--- src/rtl/uart_tx_mmio_pkg.sv ---
// Shared definitions for the memory-mapped UART transmitter:
// register indexes, STATUS bit positions and the transmit FSM states.
package uart_tx_mmio_pkg;

    // Register indexes within the 16-byte window (addr[3:2])
    localparam logic [1:0] REG_TXDATA = 2'd0;
    localparam logic [1:0] REG_STATUS = 2'd1;

    // STATUS register bit positions
    localparam int unsigned STAT_BUSY  = 0;
    localparam int unsigned STAT_FULL  = 1;
    localparam int unsigned STAT_EMPTY = 2;
    localparam int unsigned STAT_OVF   = 3;

    // Transmit FSM states
    typedef enum logic [1:0] {
        TX_IDLE  = 2'd0,
        TX_START = 2'd1,
        TX_DATA  = 2'd2,
        TX_STOP  = 2'd3
    } tx_state_t;

    // Assemble the STATUS read word; bits 31:4 read as zero
    function automatic logic [31:0] pack_status(
        input logic busy,
        input logic full,
        input logic empty,
        input logic ovf
    );
        logic [31:0] word;
        word             = '0;
        word[STAT_BUSY]  = busy;
        word[STAT_FULL]  = full;
        word[STAT_EMPTY] = empty;
        word[STAT_OVF]   = ovf;
        return word;
    endfunction

endpackage

--- src/rtl/uart_tx_mmio_fifo.sv ---
// Synchronous FIFO with first-word-fall-through read data.
// DEPTH must be a power of two (pointers wrap naturally).
// A push into a full FIFO is accepted only when a pop happens in the same cycle.
module sync_fifo #(
    parameter int unsigned WIDTH = 8,
    parameter int unsigned DEPTH = 4
) (
    input  logic                   clk,
    input  logic                   rst_n,
    input  logic                   push,
    input  logic                   pop,
    input  logic [WIDTH-1:0]       wdata,
    output logic [WIDTH-1:0]       rdata,
    output logic                   full,
    output logic                   empty,
    output logic [$clog2(DEPTH):0] count
);

    localparam int unsigned PTR_W = $clog2(DEPTH);

    logic [WIDTH-1:0] mem [DEPTH];
    logic [PTR_W-1:0] wr_ptr;
    logic [PTR_W-1:0] rd_ptr;
    logic [PTR_W:0]   cnt;
    logic             push_ok;
    logic             pop_ok;

    assign full    = (cnt == (PTR_W+1)'(DEPTH));
    assign empty   = (cnt == '0);
    assign pop_ok  = pop && !empty;
    assign push_ok = push && (!full || pop_ok);
    assign rdata   = mem[rd_ptr];
    assign count   = cnt;

    // Storage write; the array itself is intentionally not reset
    always_ff @(posedge clk) begin
        if (push_ok) begin
            mem[wr_ptr] <= wdata;
        end
    end

    // Pointer and occupancy tracking
    always_ff @(posedge clk or negedge rst_n) begin
        if (!rst_n) begin
            wr_ptr <= '0;
            rd_ptr <= '0;
            cnt    <= '0;
        end else begin
            if (push_ok) begin
                wr_ptr <= wr_ptr + 1'b1;
            end
            if (pop_ok) begin
                rd_ptr <= rd_ptr + 1'b1;
            end
            case ({push_ok, pop_ok})
                2'b10:   cnt <= cnt + 1'b1;
                2'b01:   cnt <= cnt - 1'b1;
                default: cnt <= cnt;
            endcase
        end
    end

endmodule

--- src/rtl/uart_tx_mmio.sv ---
// Memory-mapped 8N1 UART transmitter.
// TXDATA pushes bytes into a small FIFO; STATUS reports busy/full/empty and a
// sticky overflow flag. The serial line is driven from a flop one cycle behind
// the FSM state, so the start bit appears on the edge after the FIFO pop.
module uart_tx_mmio
    import uart_tx_mmio_pkg::*;
#(
    parameter logic [31:0] BASE_ADDR  = 32'h0000_1000,
    parameter int unsigned CLK_DIV    = 16,
    parameter int unsigned FIFO_DEPTH = 4
) (
    input  logic        clk,
    input  logic        rst_n,
    input  logic        rd_en_i,
    input  logic        wr_en_i,
    input  logic [31:0] addr_i,
    input  logic [31:0] data_i,
    output logic [31:0] data_o,
    output logic        uart_tx_o
);

    localparam int unsigned CYC_W = (CLK_DIV > 1) ? $clog2(CLK_DIV) : 1;
    localparam logic [CYC_W-1:0] CYC_LAST = CYC_W'(CLK_DIV - 1);
    localparam logic [2:0]       BIT_LAST = 3'd7;
    localparam int unsigned      CNT_W    = $clog2(FIFO_DEPTH) + 1;

    // Bus decode
    logic       sel;
    logic [1:0] reg_idx;
    logic       wr_sel;
    logic       rd_sel;
    logic       push_req;
    logic       ovf_clr;
    logic       ovf_set;

    // FIFO interface
    logic             fifo_pop;
    logic [7:0]       fifo_rdata;
    logic             fifo_full;
    logic             fifo_empty;
    logic [CNT_W-1:0] fifo_count;

    // Transmit datapath
    tx_state_t        state_q, state_d;
    logic [CYC_W-1:0] cyc_q, cyc_d;
    logic [2:0]       bit_q, bit_d;
    logic [7:0]       shreg_q, shreg_d;
    logic             line_d;
    logic             tx_q;
    logic             ovf_q;
    logic             busy;

    // Bits of the bus that carry no meaning for this block
    logic unused_bits;
    assign unused_bits = ^{data_i[31:8], addr_i[1:0], fifo_count};

    assign sel      = (addr_i[31:4] == BASE_ADDR[31:4]);
    assign reg_idx  = addr_i[3:2];
    assign wr_sel   = wr_en_i && sel;
    assign rd_sel   = rd_en_i && sel;
    assign push_req = wr_sel && (reg_idx == REG_TXDATA);
    assign ovf_clr  = wr_sel && (reg_idx == REG_STATUS) && data_i[STAT_OVF];

    // The FSM drains the FIFO only from IDLE, one byte per frame
    assign fifo_pop = (state_q == TX_IDLE) && !fifo_empty;
    // Dropped byte: FIFO full and no pop to make room this cycle
    assign ovf_set  = push_req && fifo_full && !fifo_pop;
    assign busy     = (state_q != TX_IDLE);

    sync_fifo #(
        .WIDTH (8),
        .DEPTH (FIFO_DEPTH)
    ) u_tx_fifo (
        .clk   (clk),
        .rst_n (rst_n),
        .push  (push_req),
        .pop   (fifo_pop),
        .wdata (data_i[7:0]),
        .rdata (fifo_rdata),
        .full  (fifo_full),
        .empty (fifo_empty),
        .count (fifo_count)
    );

    // Register read mux; combinational from pre-edge state
    always_comb begin
        data_o = '0;
        if (rd_sel && (reg_idx == REG_STATUS)) begin
            data_o = pack_status(busy, fifo_full, fifo_empty, ovf_q);
        end
    end

    // Sticky overflow flag; a new overflow beats a simultaneous clear
    always_ff @(posedge clk or negedge rst_n) begin
        if (!rst_n) begin
            ovf_q <= 1'b0;
        end else if (ovf_set) begin
            ovf_q <= 1'b1;
        end else if (ovf_clr) begin
            ovf_q <= 1'b0;
        end
    end

    // FSM and datapath registers, including the registered serial line
    always_ff @(posedge clk or negedge rst_n) begin
        if (!rst_n) begin
            state_q <= TX_IDLE;
            cyc_q   <= '0;
            bit_q   <= '0;
            shreg_q <= '0;
            tx_q    <= 1'b1;
        end else begin
            state_q <= state_d;
            cyc_q   <= cyc_d;
            bit_q   <= bit_d;
            shreg_q <= shreg_d;
            tx_q    <= line_d;
        end
    end

    // Next-state, counter reloads and the line level for the current state
    always_comb begin
        state_d = state_q;
        cyc_d   = cyc_q;
        bit_d   = bit_q;
        shreg_d = shreg_q;
        line_d  = 1'b1;
        case (state_q)
            TX_IDLE: begin
                line_d = 1'b1;
                if (!fifo_empty) begin
                    shreg_d = fifo_rdata;
                    cyc_d   = '0;
                    bit_d   = '0;
                    state_d = TX_START;
                end
            end
            TX_START: begin
                line_d = 1'b0;
                if (cyc_q == CYC_LAST) begin
                    cyc_d   = '0;
                    bit_d   = '0;
                    state_d = TX_DATA;
                end else begin
                    cyc_d = cyc_q + 1'b1;
                end
            end
            TX_DATA: begin
                line_d = shreg_q[0];
                if (cyc_q == CYC_LAST) begin
                    cyc_d   = '0;
                    shreg_d = {1'b0, shreg_q[7:1]};
                    if (bit_q == BIT_LAST) begin
                        bit_d   = '0;
                        state_d = TX_STOP;
                    end else begin
                        bit_d = bit_q + 3'd1;
                    end
                end else begin
                    cyc_d = cyc_q + 1'b1;
                end
            end
            TX_STOP: begin
                line_d = 1'b1;
                if (cyc_q == CYC_LAST) begin
                    cyc_d   = '0;
                    state_d = TX_IDLE;
                end else begin
                    cyc_d = cyc_q + 1'b1;
                end
            end
            default: begin
                state_d = TX_IDLE;
            end
        endcase
    end

    assign uart_tx_o = tx_q;

endmodule

--- config.mk ---
export PLATFORM = sky130hd
export DESIGN_NAME = uart_tx_mmio
export DESIGN_NICKNAME = d
export VERILOG_FILES = /design/src/rtl/uart_tx_mmio_pkg.sv /design/src/rtl/uart_tx_mmio_fifo.sv /design/src/rtl/uart_tx_mmio.sv
export SDC_FILE = /design/constraint.sdc
export NUM_CORES = 1
export LEC_CHECK = 0
export ABC_AREA = 0
export BUFFER_PORTS_ARGS = -buffer_cell sky130_fd_sc_hd__buf_2
export CAP_MARGIN = 20
export CORE_MARGIN = 3
export CORE_UTILIZATION = 56
export CTS_BUF_LIST = sky130_fd_sc_hd__clkbuf_4 sky130_fd_sc_hd__clkbuf_8
export DETAILED_ROUTE_END_ITERATION = 16
export PLACE_DENSITY_LB_ADDON = 0.25
export SETUP_SLACK_MARGIN = 0.3
export SLEW_MARGIN = 15
export SYNTH_ARGS = -nofsm -noshare
export SYNTH_HDL_FRONTEND = slang
export SYNTH_HIERARCHICAL = 1
export SYNTH_SLANG_ARGS = --single-unit
--- constraint.sdc ---
create_clock -name clk -period 6.9 [get_ports clk]
set_clock_uncertainty 0.05 [all_clocks]
set_input_delay 1.035 -clock clk [delete_from_list [all_inputs] [get_ports clk]]
set_output_delay 1.035 -clock clk [all_outputs]
set_load 0.02 [all_outputs]
==> impl_metrics.json, run 1 <==
{
  "grt_pass1_vias": 1702,
  "synth_top_family_by_area": "simple AND/OR/NAND/NOR gates",
  "clock_tree.buffer_depth": 2,
  "cts_buffers": 9,
  "routedWlPerCell_um": 13.6,
  "std_cell_rows": 25,
  "yosys.area_share.adder_pct": 6.11,
  "whs_ns": 0.463,
  "synth_xor_area_share_pct": 1.76,
  "fmax_mhz": 296,
  "synth_compound_area_share_pct": 5.52,
  "setup_viol": 0,
  "grt_usage_pct": 16.8,
  "critical_path.max_stage_delay_ns": 0.30,
  "start_util_pct": 60.5,
  "cts_setup_buffers": 0,
  "tightest_slew_ns": 0.640,
  "synthFlopType": "edfxtp_1",
  "portBuffers": 46,
  "drv_cap": 0,
  "setup_ws_ns": 3.52,
  "p_sw_uw": 154,
  "firstDrtPassIters": 4,
  "antenna_found_initial": 0,
  "synth.most_common_cell": "edfxtp_1",
  "hpwlAfterDp_um": 3430,
  "initialDrtViolationCount": 57,
  "crit_family": "simple AND/OR/NAND/NOR gates",
  "p_leak_nw": 1.50,
  "drv_slew": 0,
  "die_w_um": 79.1,
  "setup_tns_ns": 0,
  "ir_worst_vdd_mv": 0.215,
  "cts_tree": "yes",
  "num_io_pins": 101,
  "dp_slack_ns": 3.54,
  "synth_area_leaders": "edfxtp_1 (32%), dfrtp_1 (21%), buf_4 (7.5%), mux4_2 (6.0%), ha_1 (5.4%)",
  "postRouteAntennaNets": 0,
  "viasPerCell": 4.91,
  "rsz0062_at_grt": "no",
  "cp-end-kind": "primary output",
  "drive_gt1_share_pct": 31.8,
  "crit_chain": "buf_2 -> nor4_1 -> nand4_1 -> nor3_2 -> and2_1 -> buf_2",
  "finalHoldViolCount": 0,
  "cpMaxStageDelayCell": "nor3_2",
  "core_area_um2": 4940,
  "yosys.area.top_type": "edfxtp_1",
  "final_nets": 360,
  "period_share_pct": 49.0,
  "synth_cells": 227,
  "seq_power_share_pct": 45.3,
  "cp_common_cell": "buf_2",
  "grt_pass1_wl_um": 8000,
  "cp.arrival_ns": 2.30,
  "cts.sinks": 58,
  "die_area_um2": 6260,
  "p_clk_share_pct": 50.6,
  "switching_share_pct": 19.1,
  "synth_seq_cells": 58,
  "hold_class": "register to register",
  "drc": 0,
  "synth-async-reset-ratio_pct": 44.8,
  "synth-simple-area-share_pct": 11.8,
  "synth_area_um2": 2990,
  "status": "finished, final reports clean",
  "combPwrFrac_pct": 4.1,
  "grt.overflow.total": 0,
  "multiInputGateArea_um2": 1200,
  "p_int_uw": 654,
  "crit_type": "primary input to primary output",
  "via_count": 1717,
  "crit_fanout": 5,
  "num_antenna_cells": 0,
  "period_needed_ns": 3.38,
  "clk_pin_slew_ns": 0.06,
  "holdBufCountCts": 0,
  "muxShareOfSynthArea_pct": 11.3,
  "finalWirelength_um": 4780,
  "netlist.area_leader.share_pct": 32.1,
  "ys_types": 49,
  "die_y_um": 79.1,
  "yosys_warnings": 6,
  "seq_area_um2": 1610,
  "cts_resized": 0,
  "cts_root_buffer": "clkbuf_8",
  "powerDensity_nw_per_um2": 236,
  "required_ns": 5.81,
  "htreeDepth": 3,
  "relSlewSlack_pct": 57.3,
  "synth_edf_count": 32,
  "syn_avg_cell_area_um2": 13.2,
  "syn_to_final_growth_pct": 14.6,
  "ys_seq_area_share_pct": 53.9,
  "fill_cells": 357,
  "synthTopCellsByCount": "edfxtp_1 (32), buf_4 (30), dfrtp_1 (25)",
  "critPathBufInv": 2,
  "place.gp.congestion": 0.793,
  "clk_latency_ns": 0.33,
  "grt_max_degree": 27,
  "start_kind": "primary input"
}
kinds of logic after synthesis:
group	Yosys count
buffers and inverters	45
muxes	23
adders and majority gates	14
AOI/OAI and AO/OA	23
xor gates and xnor gates	6
DFF	58
and+or+nand+nor	57
other	1
layer usage:
layer / vias to the layer above / GRT usage [%] / routed length [um]
met4: 0 / 5.67 / 55
met3: 4 / 6.01 / 206
met1: 822 / 21.3 / 2040
li1: 860 / - / -
met5: - / 0 / 0
met2: 31 / 26.9 / 2470
cell usage in the layout, fill, tap and decap left out, types with 4 or more instances in the layout:
master,count
a21oi_1,9
and2_2,4
mux2i_1,11
nand2_1,10
nor4_1,6
edfxtp_1,32
clkbuf_8,9
dfrtp_1,25
mux4_2,8
nor2_1,12
o21ai_0,4
inv_1,12
buf_2,46
ha_1,13
conb_1,28
bufinv_16,4
and2_1,4
state kept, by name, indices dropped and copies added, names as in the netlist:
register / count
bit_q: 3
cyc_q: 4
ovf_q: 1
shreg_q: 8
state_q: 2
u_tx_fifo/count: 3
u_tx_fifo/mem: 32
u_tx_fifo/rd_ptr: 2
u_tx_fifo/wr_ptr: 2
uart_tx_o: 1
area by class of cell:
type,instances,share of cell area [%]
Timing Repair Buffer,46,6.72
Inverter,12,1.31
Sequential cell,58,47.0
Tap cell,67,2.45
Clock inverter,6,3.76
Multi-Input combinational cell,151,34.9
Clock buffer,10,3.83
metrics by stage:
| stage | std cells | cell area (um^2) | utilization (%) | power, mW |
|---|---|---|---|---|
| after floorplan | 254 | 3090 | - | 0.401 |
| after global placement | 334 | 3170 | 64.1 | 0.405 |
| after detailed placement | 334 | 3170 | 64.1 | 0.406 |
| after CTS | 350 | 3430 | 69.4 | 0.816 |
| after global routing | 350 | 3430 | 69.4 | 0.836 |
| final | 350 | 3430 | 69.4 | 0.808 |
final timing paths:
kind / from / end / slack (ns) / cells past startpoint
worst max register to register: state_q[0] / u_tx_fifo/count[2] / 4.39 / 10
max in group asynchronous: rst_n / u_tx_fifo/rd_ptr[1] / 5.76 / 1
worst max-delay path: addr_i[22] / data_o[1] / 3.52 / 6
worst min-delay path: u_tx_fifo/count[2] / u_tx_fifo/count[2] / 0.46 / 1
worst min register to register: u_tx_fifo/count[2] / u_tx_fifo/count[2] / 0.46 / 1
min in group asynchronous: rst_n / shreg_q[6] / 0.65 / 1
power groups by stage:
stage                     Sequential [mW]  Clock (mW)  Combinational (mW)
final                               0.366       0.409              0.0329
after global routing                0.366       0.434              0.0363
after CTS                           0.366       0.417              0.0329
after detailed placement            0.373           0              0.0329
after global placement              0.373           0              0.0322
after floorplan                     0.373           0              0.0275
(Power assumes the default switching activity.)
==> inputs of run 2 (changes only) <==
--- a/config.mk
+++ b/config.mk
@@ -9,7 +9,7 @@
 export BUFFER_PORTS_ARGS = -buffer_cell sky130_fd_sc_hd__buf_2
 export CAP_MARGIN = 20
 export CORE_MARGIN = 3
-export CORE_UTILIZATION = 56
+export CORE_UTILIZATION = 47
 export CTS_BUF_LIST = sky130_fd_sc_hd__clkbuf_4 sky130_fd_sc_hd__clkbuf_8
 export DETAILED_ROUTE_END_ITERATION = 16
 export PLACE_DENSITY_LB_ADDON = 0.25
==> constraint.sdc (replaced) <==
create_clock -name clk -period 2.87 [get_ports clk]
set_clock_uncertainty 0.05 [all_clocks]
set_input_delay 0.4305 -clock clk [delete_from_list [all_inputs] [get_ports clk]]
set_output_delay 0.4305 -clock clk [all_outputs]
set_load 0.02 [all_outputs]
==> run 2 against run 1 <==
  * Critical endpoint is now u_tx_fifo/count[2]
  * Power rose by 130%
  * First-iteration DRC count fell by 8.8%
  * Cell count rose by 2.6%
  * Critical path depth rose by 5
  * Highest routed layer unchanged
  * Combinational power rose by 140%
  * Cell area rose by 0.33%
  * Register-to-register slack got worse by 3.9 ns
  * Largest cell class unchanged
==> impl_metrics.json, run 2 (synthesized netlist as in run 1, its figures left out) <==
{
  "postRouteAntennaNets": 0,
  "p_leak_nw": 1.50,
  "drv_cap": 0,
  "final_nets": 361,
  "die_w_um": 85.8,
  "largest_reg_flops": 32,
  "tightest_slew_ns": 0.677,
  "final_common_cell": "buf_2",
  "cp_common_cell": "inv_1",
  "required_ns": 3.07,
  "worst_r2r_path_depth": 11,
  "hpwlAfterDp_um": 3500,
  "ir_worst_vdd_mv": 0.360,
  "period_share_pct": 83.3,
  "die_area_um2": 7360,
  "antenna_found_initial": 0,
  "setup_tns_ns": 0,
  "grt_usage_pct": 14.3,
  "finalHoldViolCount": 0,
  "drv_slew": 0,
  "powerDensity_nw_per_um2": 540,
  "drc": 0,
  "crit_type": "register to register",
  "firstDrtPassIters": 4,
  "dp_slack_ns": 0.191,
  "initialDrtViolationCount": 52,
  "regMostFlops": "u_tx_fifo/mem",
  "cts.sinks": 58,
  "crit_fanout": 7,
  "critical_path.max_stage_delay_ns": 0.39,
  "grt_pass1_wl_um": 7940,
  "largest_registers": "u_tx_fifo/mem x32, shreg_q x8, cyc_q x4",
  "reg2reg_slack_ns": 0.48,
  "status": "finished, final reports clean",
  "start_kind": "register",
  "multiInputGateArea_um2": 1210,
  "num_io_pins": 101,
  "cpMaxStageDelayCell": "dfrtp_1",
  "crit-reg2reg-launch": "state_q[0]",
  "holdBufCountCts": 0,
  "cts_setup_buffers": 0,
  "relSlewSlack_pct": 54.9,
  "drive_gt1_share_pct": 33.1,
  "core_area_um2": 6030,
  "hold_class": "primary input to async pin",
  "fmax_mhz": 418,
  "cts_resized": 0,
  "setup_viol": 0,
  "cts_root_buffer": "clkbuf_8",
  "clk_pin_slew_ns": 0.07,
  "die_y_um": 85.8,
  "finalWirelength_um": 4730,
  "crit_chain": "inv_1 -> ha_1 -> nor2b_4 -> o21a_4 -> inv_1 -> ha_1 -> inv_1 -> fa_1 -> xor2_1 -> nor2_1 -> xor2_1",
  "clk_latency_ns": 0.33,
  "final_cell_mix": "buf_2 (46), edfxtp_1 (32), conb_1 (28)",
  "viasPerCell": 4.83,
  "routedWlPerCell_um": 13.2,
  "grt_max_degree": 27,
  "clock_tree.buffer_depth": 2,
  "cts_tree": "yes",
  "grt_pass1_vias": 1683,
  "cp.arrival_ns": 2.59,
  "start_util_pct": 49.6,
  "portBuffers": 46,
  "htreeDepth": 3,
  "syn_to_final_growth_pct": 15.0,
  "via_count": 1734,
  "period_needed_ns": 2.39,
  "r2r-end": "u_tx_fifo/count[2]",
  "rsz0062_at_grt": "no",
  "std_cell_rows": 28,
  "setup_ws_ns": 0.480,
  "fill_cells": 501,
  "place.gp.congestion": 0.854,
  "num_antenna_cells": 0,
  "seq_area_um2": 1610,
  "cp-end-kind": "register",
  "grt.overflow.total": 0,
  "cts_buffers": 9
}
run 2: through the flow:
step,utilization (%),hold WS [ns],total power [mW],area [um^2],instances
after floorplan,-,0.0849,0.964,3090,254
after global placement,52.9,0.426,0.975,3190,343
after detailed placement,52.9,0.423,0.976,3190,343
after CTS,56.9,0.0586,1.88,3430,359
after global routing,57.1,0.0830,1.93,3440,359
final,57.1,0.0430,1.86,3440,359
run 2: worst max-delay path, delay by kind of cell (launching register included):
kind	cells	cell delay, ns
AND/OR/NAND/NOR	2	0.27
flip-flops	1	0.39
AO/OA/AOI/OAI	1	0.25
adder cells (fa/ha/maj)	3	0.83
XOR/XNOR	2	0.29
buffers and inverters	3	0.21
run 2: layer usage:
metal	wire length, um	track usage, %	vias to the layer above	share of wire, %
li1	-	-	866	-
met1	2080	17.3	825	44
met2	2380	23.0	37	50
met3	193	3.84	6	4.1
met4	72	8.20	0	1.5
met5	0	0	-	0
run 2: worst max path at each step:
stage | start | endpoint | slack, ns | cells past startpoint
final | state_q[0] | u_tx_fifo/count[2] | 0.48 | 11
after global placement | addr_i[14] | u_tx_fifo/count[2] | 0.23 | 12
after CTS | state_q[0] | u_tx_fifo/count[2] | 0.36 | 10
after global routing | state_q[0] | u_tx_fifo/count[2] | 0.31 | 11
after floorplan | addr_i[14] | u_tx_fifo/count[2] | 0.51 | 11
after detailed placement | addr_i[10] | u_tx_fifo/count[2] | 0.19 | 12
run 2: layout make-up:
class,instances,area share [%]
flip-flops and latches,58,46.9
multi-input cells,151,35.1
repair buffers,47,6.91
clock buffers,9,3.60
clock inverters,7,3.42
well taps,75,2.73
inverters,12,1.31
run 2: report_power, final:
part / switching [mW] / leakage, nW / internal (mW) / total (mW)
Combinational: 0.0562 / 0.766 / 0.0226 / 0.0787
Clock: 0.323 / 0.123 / 0.576 / 0.899
Sequential: 0.00000000469 / 0.608 / 0.880 / 0.880
Total: 0.379 / 1.50 / 1.48 / 1.86
==> inputs of run 3 (changes only) <==
--- a/config.mk
+++ b/config.mk
@@ -9,7 +9,7 @@
 export BUFFER_PORTS_ARGS = -buffer_cell sky130_fd_sc_hd__buf_2
 export CAP_MARGIN = 20
 export CORE_MARGIN = 3
-export CORE_UTILIZATION = 47
+export CORE_UTILIZATION = 52
 export CTS_BUF_LIST = sky130_fd_sc_hd__clkbuf_4 sky130_fd_sc_hd__clkbuf_8
 export DETAILED_ROUTE_END_ITERATION = 16
 export PLACE_DENSITY_LB_ADDON = 0.25
==> constraint.sdc (replaced) <==
create_clock -name clk -period 2.3 [get_ports clk]
set_clock_uncertainty 0.05 [all_clocks]
set_input_delay 0.345 -clock clk [delete_from_list [all_inputs] [get_ports clk]]
set_output_delay 0.345 -clock clk [all_outputs]
set_load 0.02 [all_outputs]
==> run 3 against run 2 <==
  * Sequential share of layout area is 2.9 points lower
  * Combinational power is 45% higher
  * Non-clock buffer count is 16 higher
  * Via count is 5.5% higher
  * Highest routed layer unchanged
  * Register-to-register slack worse by 0.29 ns
  * Clock power is 7.6% higher
  * Count of clock-buffer cells in the layout stayed put
  * First-iteration DRC count is 21% higher
==> impl_metrics.json, run 3 (synthesized netlist as in run 1, its figures left out) <==
{
  "status": "finished, final reports clean",
  "ir_worst_vdd_mv": 0.440,
  "grt_pass1_vias": 1833,
  "reg2reg_slack_ns": 0.19,
  "required_ns": 2.51,
  "crit_family": "simple AND/OR/NAND/NOR gates",
  "cp.arrival_ns": 2.32,
  "via_count": 1830,
  "startpoint": "u_tx_fifo/count[0]",
  "cts_buffers": 9,
  "fmax_mhz": 474,
  "firstDrtPassIters": 4,
  "critical_path.max_stage_delay_ns": 0.41,
  "crit_chain": "or3b_4 -> o21a_4 -> inv_4 -> ha_4 -> inv_2 -> fa_2 -> xor2_1 -> nor2_1 -> xor2_1",
  "finalInstanceArea_um2": 3670,
  "tightest_slew_ns": 0.585,
  "finalHoldViolCount": 0,
  "largest_reg_flops": 32,
  "drv_cap": 0,
  "grt_pass1_wl_um": 8250,
  "die_w_um": 81.9,
  "powerDensity_nw_per_um2": 595,
  "drive_gt1_share_pct": 40.7,
  "start_kind": "register",
  "viasPerCell": 4.95,
  "grt_max_degree": 27,
  "crit_type": "register to register",
  "num_io_pins": 101,
  "regMostFlops": "u_tx_fifo/mem",
  "hold_class": "primary input to register",
  "period_share_pct": 91.8,
  "period_needed_ns": 2.11,
  "critical_path_depth": 9,
  "largest_registers": "u_tx_fifo/mem x32, shreg_q x8, cyc_q x4",
  "start_util_pct": 56.1,
  "initialDrtViolationCount": 63,
  "place.gp.congestion": 0.727,
  "postRouteAntennaNets": 0,
  "final_cell_mix": "buf_2 (40), edfxtp_1 (32), conb_1 (28)",
  "clk_pin_slew_ns": 0.06,
  "hpwlAfterDp_um": 3840,
  "placed_area_um2": 3290,
  "antenna_found_initial": 0,
  "htreeDepth": 3,
  "cts.sinks": 58,
  "clk_latency_ns": 0.33,
  "cp_common_cell": "xor2_1",
  "cpMaxStageDelayCell": "or3b_4",
  "std_cell_rows": 26,
  "critPathBufInv": 2,
  "clock_tree.buffer_depth": 2,
  "setup.worst_path.end": "u_tx_fifo/count[2]",
  "finalWirelength_um": 5200,
  "r2r-end": "u_tx_fifo/count[2]",
  "core_area_um2": 5340,
  "grt.overflow.total": 0,
  "final_common_cell": "buf_2",
  "crit_fanout": 3,
  "portBuffers": 46,
  "num_antenna_cells": 0,
  "die_y_um": 81.9,
  "grt_usage_pct": 16.8,
  "crit-reg2reg-launch": "u_tx_fifo/count[0]",
  "rsz0062_at_grt": "yes",
  "cts_root_buffer": "clkbuf_8",
  "routedWlPerCell_um": 14.1,
  "setup_viol": 0,
  "p_leak_nw": 1.59,
  "relSlewSlack_pct": 61.0,
  "worst_r2r_path_depth": 9,
  "cts_tree": "yes",
  "drc": 0,
  "final_nets": 377,
  "cp-end-kind": "register",
  "whs_ns": 0.178,
  "die_area_um2": 6700,
  "drv_slew": 0,
  "syn_to_final_growth_pct": 22.5
}
[run 3: cell count changes in the layout (fill, tap and decap cells not counted), sizes merged]
| cell | delta |
|---|---|
| buf | +15 |
| bufinv | -1 |
| clkinvlp | +1 |
| dlygate4sd3 | +1 |
[run 3: worst min path at each step]
stage	start	end	slack, ns	cells after the start
2_1_floorplan	rst_n	bit_q[0]	-0.0006	0
5_1_grt	data_i[4]	u_tx_fifo/mem[0][4]	0.14	1
6_report	data_i[4]	u_tx_fifo/mem[0][4]	0.18	1
4_1_cts	data_i[4]	u_tx_fifo/mem[0][4]	0.16	1
3_5_place_dp	rst_n	bit_q[2]	0.33	1
3_3_place_gp	rst_n	shreg_q[7]	0.33	1
[run 3: final cells by class]
cell class                      count  area, um^2
Sequential cell                    58        1610
Clock inverter                      7        83.8
Clock buffer                        9         124
Multi-Input combinational cell    151        1310
Inverter                           12        47.5
Tap cell                           70        87.6
Timing Repair Buffer               63         402
Fill cell                         414        1670
[run 3: timing repair]
| action | in CTS | in global routing |
|---|---|---|
| setup buffers | 5 | 1 |
| setup endpoints to repair | 3 | 6 |
| hold buffers | 1 | 0 |
| pin swaps | 7 | 12 |
| endpoints found under the hold margin | 25 | 0 |
| gates resized for setup | 5 | 21 |
[run 3: per-stage QoR]
| step | util, % | instances | power, mW | setup TNS, ns | setup slack [ns] |
|---|---|---|---|---|---|
| after floorplan | - | 254 | 1.20 | 0 | 0.0805 |
| final | 68.7 | 370 | 2.18 | 0 | 0.189 |
| after global routing | 68.7 | 370 | 2.28 | 0 | 0.0778 |
| after CTS | 66.7 | 369 | 2.20 | 0 | 0.171 |
| after global placement | 61.7 | 347 | 1.22 | -0.0461 | -0.0461 |
| after detailed placement | 61.7 | 347 | 1.22 | -0.0885 | -0.0524 |
[run 3: routing by layer]
| metal | share of wire (%) | global-route usage, % | vias up | wire [um] |
|---|---|---|---|---|
| met5 | 0 | 0 | - | 0 |
| met4 | 0.44 | 5.48 | 0 | 23 |
| met3 | 5.3 | 7.46 | 2 | 275 |
| met2 | 55 | 27.1 | 44 | 2840 |
| met1 | 40 | 20.0 | 885 | 2060 |
| li1 | - | - | 899 | - |
[run 3: report_power, final]
part           switching (mW)  internal, mW  total (mW)  leakage [nW]
Sequential      0.00000000504          1.10        1.10         0.608
Combinational          0.0787        0.0353       0.114         0.882
Clock                   0.371         0.596       0.967         0.102
